==> src/rtl/msk_pkg.sv <==
// Shared types, width helpers and clamp/saturation functions for the MSK
// cross-product demodulator.
package msk_pkg;

    typedef logic signed [63:0] wide_t;

    typedef struct packed {
        logic in_win;
        logic is_end;
    } win_tag_t;

    function automatic int prod_width(input int iq_w);
        return 2 * iq_w;
    endfunction

    function automatic int acc_width(input int iq_w, input int int_len);
        return 2 * iq_w + 1 + $clog2(int_len);
    endfunction

    // Midpoint limited so the integration window never wraps past the symbol edge.
    function automatic int clamp_mid(input int sps, input int int_len, input int adj);
        int mid;
        int lo;
        int hi;
        mid = sps / 2 + adj;
        lo  = int_len / 2;
        hi  = sps - 1 - (int_len - 1 - int_len / 2);
        if (mid < lo) mid = lo;
        if (mid > hi) mid = hi;
        return mid;
    endfunction

    function automatic wide_t sat_signed(input wide_t v, input int w);
        wide_t hi;
        wide_t lo;
        hi = (wide_t'(1) <<< (w - 1)) - wide_t'(1);
        lo = -hi - wide_t'(1);
        if (v > hi) return hi;
        if (v < lo) return lo;
        return v;
    endfunction

endpackage

==> src/rtl/msk_xcorr_demod_xprod.sv <==
// Stage 1: registered conjugate cross-product terms p = q*i_prev, r = i*q_prev,
// with the window tag carried alongside and a one-cycle valid.
module msk_xprod
    import msk_pkg::*;
#(
    parameter int IQ_W = 16
) (
    input  logic                          clk,
    input  logic                          reset_n,
    input  logic signed [IQ_W-1:0]        i_in,
    input  logic signed [IQ_W-1:0]        q_in,
    input  logic                          iq_val,
    input  win_tag_t                      tag_in,
    output logic signed [2*IQ_W-1:0]      p_out,
    output logic signed [2*IQ_W-1:0]      r_out,
    output win_tag_t                      tag_out,
    output logic                          v_out
);

    localparam int PROD_W = prod_width(IQ_W);

    logic signed [IQ_W-1:0]   i_prev_q, i_prev_d;
    logic signed [IQ_W-1:0]   q_prev_q, q_prev_d;
    logic                     have_prev_q, have_prev_d;
    logic signed [PROD_W-1:0] p_q, p_d;
    logic signed [PROD_W-1:0] r_q, r_d;
    win_tag_t                 tag_q, tag_d;
    logic                     v_q, v_d;

    always_comb begin
        i_prev_d    = i_prev_q;
        q_prev_d    = q_prev_q;
        have_prev_d = have_prev_q;
        p_d         = p_q;
        r_d         = r_q;
        tag_d       = tag_q;
        // Valid is a pulse so stage 2 never consumes the same product twice.
        v_d         = iq_val & have_prev_q;
        if (iq_val) begin
            p_d         = PROD_W'(q_in) * PROD_W'(q_prev_q == q_prev_q ? i_prev_q : i_prev_q);
            r_d         = PROD_W'(i_in) * PROD_W'(q_prev_q);
            tag_d       = tag_in;
            i_prev_d    = i_in;
            q_prev_d    = q_in;
            have_prev_d = 1'b1;
        end
    end

    always_ff @(posedge clk or negedge reset_n) begin
        if (!reset_n) begin
            i_prev_q    <= '0;
            q_prev_q    <= '0;
            have_prev_q <= 1'b0;
            p_q         <= '0;
            r_q         <= '0;
            tag_q       <= '0;
            v_q         <= 1'b0;
        end else begin
            i_prev_q    <= i_prev_d;
            q_prev_q    <= q_prev_d;
            have_prev_q <= have_prev_d;
            p_q         <= p_d;
            r_q         <= r_d;
            tag_q       <= tag_d;
            v_q         <= v_d;
        end
    end

    assign p_out   = p_q;
    assign r_out   = r_q;
    assign tag_out = tag_q;
    assign v_out   = v_q;

endmodule

==> src/rtl/msk_xcorr_demod.sv <==
// MSK demodulator: symbol phase counter, programmable integration window,
// window accumulate/dump and saturated soft output around the cross-product stage.
module msk_xcorr_demod
    import msk_pkg::*;
#(
    parameter int IQ_W    = 16,
    parameter int SPS     = 20,
    parameter int INT_LEN = 4,
    parameter int ADJ_W   = 8,
    parameter int SOFT_W  = 16
) (
    input  logic                     clk,
    input  logic                     reset_n,
    input  logic signed [ADJ_W-1:0]  midpoint_adj,
    input  logic signed [IQ_W-1:0]   i_in,
    input  logic signed [IQ_W-1:0]   q_in,
    input  logic                     iq_val,
    output logic                     data_out,
    output logic signed [SOFT_W-1:0] soft_out,
    output logic                     data_val,
    output logic                     sat
);

    localparam int CNT_W   = $clog2(SPS);
    localparam int PROD_W  = prod_width(IQ_W);
    localparam int X_W     = PROD_W + 1;
    localparam int ACC_W   = acc_width(IQ_W, INT_LEN);
    localparam int HALF    = INT_LEN / 2;
    localparam int MID_RST = clamp_mid(SPS, INT_LEN, 0);
    localparam logic [CNT_W-1:0] WS_RST  = CNT_W'(MID_RST - HALF);
    localparam logic [CNT_W-1:0] WE_RST  = CNT_W'(MID_RST - HALF + INT_LEN - 1);
    localparam logic [CNT_W-1:0] CNT_MAX = CNT_W'(SPS - 1);

    logic [CNT_W-1:0] cnt_q, cnt_d;
    logic [CNT_W-1:0] ws_q, ws_d;
    logic [CNT_W-1:0] we_q, we_d;
    int               mid_new;
    win_tag_t         tag0;

    win_tag_t                 tag1;
    logic signed [PROD_W-1:0] p1;
    logic signed [PROD_W-1:0] r1;
    logic                     v1;

    logic signed [X_W-1:0]    x;
    logic signed [ACC_W-1:0]  x_win;
    logic signed [ACC_W-1:0]  total;
    wide_t                    sat_v;

    logic signed [ACC_W-1:0]  acc_q, acc_d;
    logic                     data_q, data_d;
    logic signed [SOFT_W-1:0] soft_q, soft_d;
    logic                     val_q, val_d;
    logic                     sat_q, sat_d;

    always_comb begin
        cnt_d       = cnt_q;
        ws_d        = ws_q;
        we_d        = we_q;
        tag0.in_win = (cnt_q >= ws_q) && (cnt_q <= we_q);
        tag0.is_end = (cnt_q == we_q);
        mid_new     = clamp_mid(SPS, INT_LEN, int'(midpoint_adj));
        // New midpoint is latched on the last sample so it governs the next symbol only.
        if (iq_val) begin
            if (cnt_q == CNT_MAX) begin
                cnt_d = '0;
                ws_d  = CNT_W'(mid_new - HALF);
                we_d  = CNT_W'(mid_new - HALF + INT_LEN - 1);
            end else begin
                cnt_d = cnt_q + CNT_W'(1);
            end
        end
    end

    msk_xprod #(
        .IQ_W (IQ_W)
    ) u_xprod (
        .clk     (clk),
        .reset_n (reset_n),
        .i_in    (i_in),
        .q_in    (q_in),
        .iq_val  (iq_val),
        .tag_in  (tag0),
        .p_out   (p1),
        .r_out   (r1),
        .tag_out (tag1),
        .v_out   (v1)
    );

    always_comb begin
        x     = X_W'(p1) - X_W'(r1);
        x_win = '0;
        if (tag1.in_win) x_win = ACC_W'(x);
        total = acc_q + x_win;
        sat_v = sat_signed(wide_t'(total), SOFT_W);

        acc_d  = acc_q;
        data_d = data_q;
        soft_d = soft_q;
        sat_d  = sat_q;
        val_d  = 1'b0;
        if (v1) begin
            if (tag1.is_end) begin
                data_d = (total > 0);
                soft_d = SOFT_W'(sat_v);
                sat_d  = (sat_v != wide_t'(total));
                val_d  = 1'b1;
                acc_d  = '0;
            end else if (tag1.in_win) begin
                acc_d = total;
            end
        end
    end

    always_ff @(posedge clk or negedge reset_n) begin
        if (!reset_n) begin
            cnt_q  <= '0;
            ws_q   <= WS_RST;
            we_q   <= WE_RST;
            acc_q  <= '0;
            data_q <= 1'b0;
            soft_q <= '0;
            val_q  <= 1'b0;
            sat_q  <= 1'b0;
        end else begin
            cnt_q  <= cnt_d;
            ws_q   <= ws_d;
            we_q   <= we_d;
            acc_q  <= acc_d;
            data_q <= data_d;
            soft_q <= soft_d;
            val_q  <= val_d;
            sat_q  <= sat_d;
        end
    end

    assign data_out = data_q;
    assign soft_out = soft_q;
    assign data_val = val_q;
    assign sat      = sat_q;

endmodule

==> config.mk <==
export PLATFORM = sky130hd
export DESIGN_NAME = msk_xcorr_demod
export DESIGN_NICKNAME = d
export VERILOG_FILES = /design/src/rtl/msk_pkg.sv /design/src/rtl/msk_xcorr_demod_xprod.sv /design/src/rtl/msk_xcorr_demod.sv
export SDC_FILE = /design/constraint.sdc
export NUM_CORES = 2
export LEC_CHECK = 0
export ABC_CLOCK_PERIOD_IN_PS = 6900
export CORE_ASPECT_RATIO = 1.1
export CORE_MARGIN = 2
export CORE_UTILIZATION = 35
export DETAILED_ROUTE_END_ITERATION = 10
export DONT_BUFFER_PORTS = 1
export PLACE_DENSITY = 0.59
export RECOVER_POWER = 25
export SLEW_MARGIN = 15
export SYNTH_ARGS = -nofsm -noshare
export SYNTH_HDL_FRONTEND = slang
export SYNTH_HIERARCHICAL = 1
export SYNTH_SLANG_ARGS = --single-unit
==> constraint.sdc <==
create_clock -name clk -period 6.9 [get_ports clk]
set_input_delay 0.69 -clock clk [delete_from_list [all_inputs] [get_ports clk]]
set_output_delay 0.69 -clock clk [all_outputs]
set_load 0.05 [all_outputs]
# Word-level counts from Yosys, hierarchy flattened
# Cells that the tools add are included.
# totals
wordCells	56
romBits	0
latch_bits	0
memories	0
ff_bits	169
out_inout_bits	19
mem_bits_rw	0
# op_classes
n_lt_le_gt_ge	7
n_bitwise	1
n_addsub	7
shifts	0
n_eq_ne	3
n_reduce_logical	5
n_mux	15
n_div	0
n_mul	2
# ops
operator	count
2-to-1 mux 64 bit	4
2-to-1 mux 35 bit	3
multiplier 16 x 16 -> 32 bit	2
inequality test 64 x 35 -> 1 bit	1
adder 35 bit	1
> comparator 35 x 1 -> 1 bit (second input constant)	1
> comparator 35 x 16 -> 1 bit (second input constant)	1
< comparator 35 x 16 -> 1 bit (second input constant)	1
subtractor 32 x 32 -> 33 bit	1
> comparator 32 x 6 -> 1 bit (second input constant)	1
2-to-1 mux 32 bit	1
2-to-1 mux 5 bit	2
adder 5 x 8 -> 9 bit (first input constant)	1
< comparator 9 x 3 -> 1 bit (second input constant)	1
AND reduction 2 bit	3
adder 5 x 1 -> 5 bit (second input constant)	1
adder 5 x 4 -> 5 bit (second input constant)	1
== test 5 bit	1
== test 5 bit (second input constant)	1
greater-or-equal comparator 5 bit	1
less-or-equal comparator 5 bit	1
2-to-1 mux 1 bit	5
subtractor 5 x 2 -> 5 bit (second input constant)	1
subtractor 5 x 3 -> 5 bit (second input constant)	1
other kinds (3)	3

# Depth between registers and ports, before layout
# logic_depth
word_depth	9
ltp_mapped	31
ltp_nobuf	29

# Modules after synthesis
# Netlist, hierarchy kept.
# modules_own_cells
mod	cells_each	instances	seq_area_each_um2	area_each_um2
msk_xprod	2437	1	2502.4	23425.0
msk_xcorr_demod	930	1	1731.7	7475.9

# Worst setup path after synthesis
# OpenSTA, ideal clock, no wires.
# synth_timing
path_type	input to register
start	input q_in[15]
end	register u_xprod.p_q[28] (netlist: u_xprod/p_out[28])
n_path_buf	1
path_stages	19
slack_ns	0.374
setup_time_ns	0.125
arrival_ns	6.402
cell_sequence	clkbuf_1 nand2_1 inv_1 fa_1 fa_1 fa_1 fa_1 fa_1 inv_1 fa_1 inv_1 ha_1 or2_2 a21o_1 a31o_2 a221o_1 a31oi_1 xnor2_1 mux2_2
# synth_via
elab_chain_len	1
# synth_rtl
item	line	rtl
from (decl)	msk_xcorr_demod.sv:16	input logic signed [IQ_W-1:0] q_in,
multiplier 16 x 16 -> 32 bit	msk_xcorr_demod_xprod.sv:40	p_d = PROD_W'(q_in) * PROD_W'(q_prev_q == q_prev_q ? i_prev_q : i_prev_q);
to (signal assigned)	msk_xcorr_demod_xprod.sv:62	p_q <= p_d;
to (decl)	msk_xcorr_demod_xprod.sv:25	logic signed [PROD_W-1:0] p_q, p_d;
# Every way passes these cells.
# A chain may end at the register's enable or synchronous reset.

# Worst setup path in the final report
# layout_timing
start	register u_xprod.i_prev_q[2]
end	register u_xprod.p_q[28] (netlist: u_xprod/p_out[28])
# layout_via
elab_chain_len	1
# layout_rtl
item	line	rtl
from (decl)	msk_xcorr_demod_xprod.sv:22	logic signed [IQ_W-1:0] i_prev_q, i_prev_d;
from (signal assigned)	msk_xcorr_demod_xprod.sv:59	i_prev_q <= i_prev_d;
multiplier 16 x 16 -> 32 bit	msk_xcorr_demod_xprod.sv:40	
# Every way passes these cells.

==> flow_summary.json <==
{
  "ios": 62,
  "worstPathMaxFanout": 17,
  "numPortBuffers": 0,
  "hold_viol": 0,
  "timing.fmax_mhz": 153.3,
  "avgSynthCellArea_um2": 9.178,
  "antenna_cells": 0,
  "antenna_found_initial": 2,
  "clk_path_buf_depth": 2,
  "vias": 22706,
  "skew_ps": 18.89,
  "nNetsFinal": 4133,
  "grt.total_usage_pct": 18.42,
  "slew-limit-headroom_pct": -191.5,
  "tightestPinTransition_ps": 4372,
  "violations": "max-capacitance violations, max-slew violations",
  "layout.area.seq_um2": 4234,
  "cts_setup_buffers": 0,
  "period_minus_slack_ps": 6524,
  "htreeDepth": 4,
  "grt_max_degree": 166,
  "worstHoldPathType": "in2async",
  "drc": 0,
  "avgViaCountPerCell": 5.058,
  "r2r_start": "u_xprod/i_prev_q[2]",
  "critical_path_arrival_ps": 6870,
  "first_pass_iters": 5,
  "cts_buffers": 17,
  "grt_overflow_total": 0,
  "cts_root_buf": "clkbuf_16",
  "period_share_pct": 94.55,
  "synthesis.nets": 4184,
  "endpoint_kind": "flip-flop",
  "rsz0062_at_grt": "false",
  "reg2reg_depth": 18,
  "grt_pass1_wl_um": 132100,
  "synth_cell_types": 91,
  "synth_flop_cell": "dfrtp_1",
  "clk_latency_ps": 470,
  "core_um2": 87720,
  "worstSetupPathType": "reg2reg",
  "chipWidth_um": 287.3,
  "startpoint_type": "flip-flop",
  "synthArstFlopShare_pct": 100.0,
  "multiInputGateArea_um2": 23790,
  "drive_above_1_share_pct": 6.068,
  "r2r_slack_ps": 380,
  "netlist_instances": 3367,
  "reg2reg_to": "u_xprod/p_out[28]",
  "setup_viol": 0,
  "mostFrequentLayoutCells": "661 x inv_1, 526 x fa_1, 363 x nand2_1",
  "tns_ps": 0,
  "ys_ff_latch": 169,
  "wl_per_cell_um": 17.96,
  "startpoint": "u_xprod/i_prev_q[2]",
  "die_h_um": 315.6,
  "status": "complete, but fails checks",
  "ys_seq_area_share_pct": 13.70,
  "required_ps": 7240,
  "synth_warnings": 6,
  "clk_pin_slew_ps": 80,
  "drtIter0Drc": 1392,
  "mostFrequentLayoutCell": "inv_1",
  "place_hpwl_um": 64500,
  "grt_pass1_vias": 23978,
  "place.gp.congestion": 0.8919,
  "dieArea_um2": 90680,
  "drv_slew": 166,
  "cts_tree": "yes",
  "area_growth_pct": 6.531,
  "synth-edff-count": 0,
  "clock_sinks": 169,
  "drv_cap": 1,
  "fill_cells": 8910,
  "netlist_area_um2": 30900,
  "rows": 114,
  "initial_core_util_pct": 35.23,
  "wl_um": 80630,
  "ant_nets": 0
}
how the worst max path moves through the flow:
stage | endpoint | slack (ps) | depth (start not counted)
2_1_floorplan | u_xprod/p_out[28] | 370 | 19
3_3_place_gp | u_xprod/r_out[31] | 430 | 21
3_5_place_dp | u_xprod/p_out[29] | 340 | 19
4_1_cts | u_xprod/p_out[29] | 320 | 19
5_1_grt | u_xprod/p_out[24] | 40 | 19
6_report | u_xprod/p_out[28] | 380 | 18
timing repair:
action / 4_1_cts / 5_1_grt
hold endpoints to repair: 165 / 0
endpoints found under the setup margin: 0 / 19
resized for setup: 0 / 7
hold buffers: 1 / 0
cells in the mapped netlist (7+ instances only):
cell	count	area (µm²)
a21o_1	42	315.3
nand2b_1	21	131.4
nor2b_1	27	168.9
or3_1	9	56.30
nor3b_1	7	52.55
nor4_1	9	56.30
o21a_1	26	195.2
ha_1	248	3103
mux2i_1	7	70.07
or2_2	11	68.82
and3b_1	7	61.31
clkbuf_1	108	405.4
nand3_1	30	150.1
fa_1	526	10530
o22a_1	16	140.1
and2_1	273	1708
o21bai_1	16	120.1
xnor2_1	85	744.5
dfrtp_1	165	4129
inv_1	661	2481
nand4_1	16	100.1
o22ai_1	8	50.05
o211ai_1	12	90.09
a31oi_1	16	100.1
and3_1	28	175.2
mux2_2	74	833.3
a211oi_1	28	210.2
nor2_1	113	424.2
nor3_1	32	160.2
o21ai_1	9	45.04
a22o_1	19	166.4
a21boi_0	8	60.06
xor2_1	26	227.7
o21ai_0	93	465.5
a31o_2	7	61.31
nand2_1	363	1363
a21oi_1	112	560.5
critical path, cell delays in order (launching register included):
cell and delay, ps:
dfrtp_1 830, nand2_1 210, inv_1 120, fa_1 560
fa_1 690, fa_1 470, fa_1 500, fa_1 500
inv_1 50, fa_1 470, inv_1 40, ha_1 310
or2_2 300, a21o_1 220, a31o_2 250, a221o_1 350
a31oi_1 210, xnor2_1 80, mux2_2 260
metal layers:
layer / share of wire, % / track usage [%] / wire length, µm
met5: 0.022 / 0 / 18
met4: 2.2 / 4.427 / 1805
met3: 4.0 / 2.215 / 3210
met2: 48 / 31.66 / 39060
met1: 45 / 24.72 / 36530
sequential cells by signal, indices dropped and copies added (netlist names):
register             count
acc_q                   35
cnt_q                    5
data_out                 1
data_val                 1
sat                      1
soft_out                16
u_xprod/have_prev_q      1
u_xprod/i_prev_q        16
u_xprod/p_out           32
u_xprod/q_prev_q        16
u_xprod/r_out           32
u_xprod/tag_out          2
u_xprod/v_out            1
we_q                     5
ws_q                     5
kinds of logic after synthesis:
family	Yosys count	synth area share [%]
fa+ha+maj	774	44.12
buf+inv	774	9.434
simple gates	968	15.76
xor+xnor	111	3.146
mux	81	2.923
flops	169	13.70
compound gates	490	10.92
cell type report:
class,count,area share (%)
clock buffers,17,1.292
clock inverters,15,0.6880
inverters,662,7.548
multi-input cells,2424,72.26
flip-flops and latches,169,12.86
well taps,1160,4.409
repair buffers,42,0.9388
metrics by stage:
step	area (µm²)	hold slack [ps]	worst slack (ps)	instances	util, %
after floorplan	30900	394.4	373.8	3367	-
after global placement	32230	398.0	428.9	4456	36.75
after detailed placement	32230	397.9	344.7	4456	36.75
after CTS	32910	53.92	321.3	4489	37.52
after global routing	32920	50.37	39.27	4489	37.53
final	32920	76.77	375.9	4489	37.53
Power is left out: the tool's default activity adds up to more than one toggle a clock period on the data nets, which glitch-free logic cannot reach.
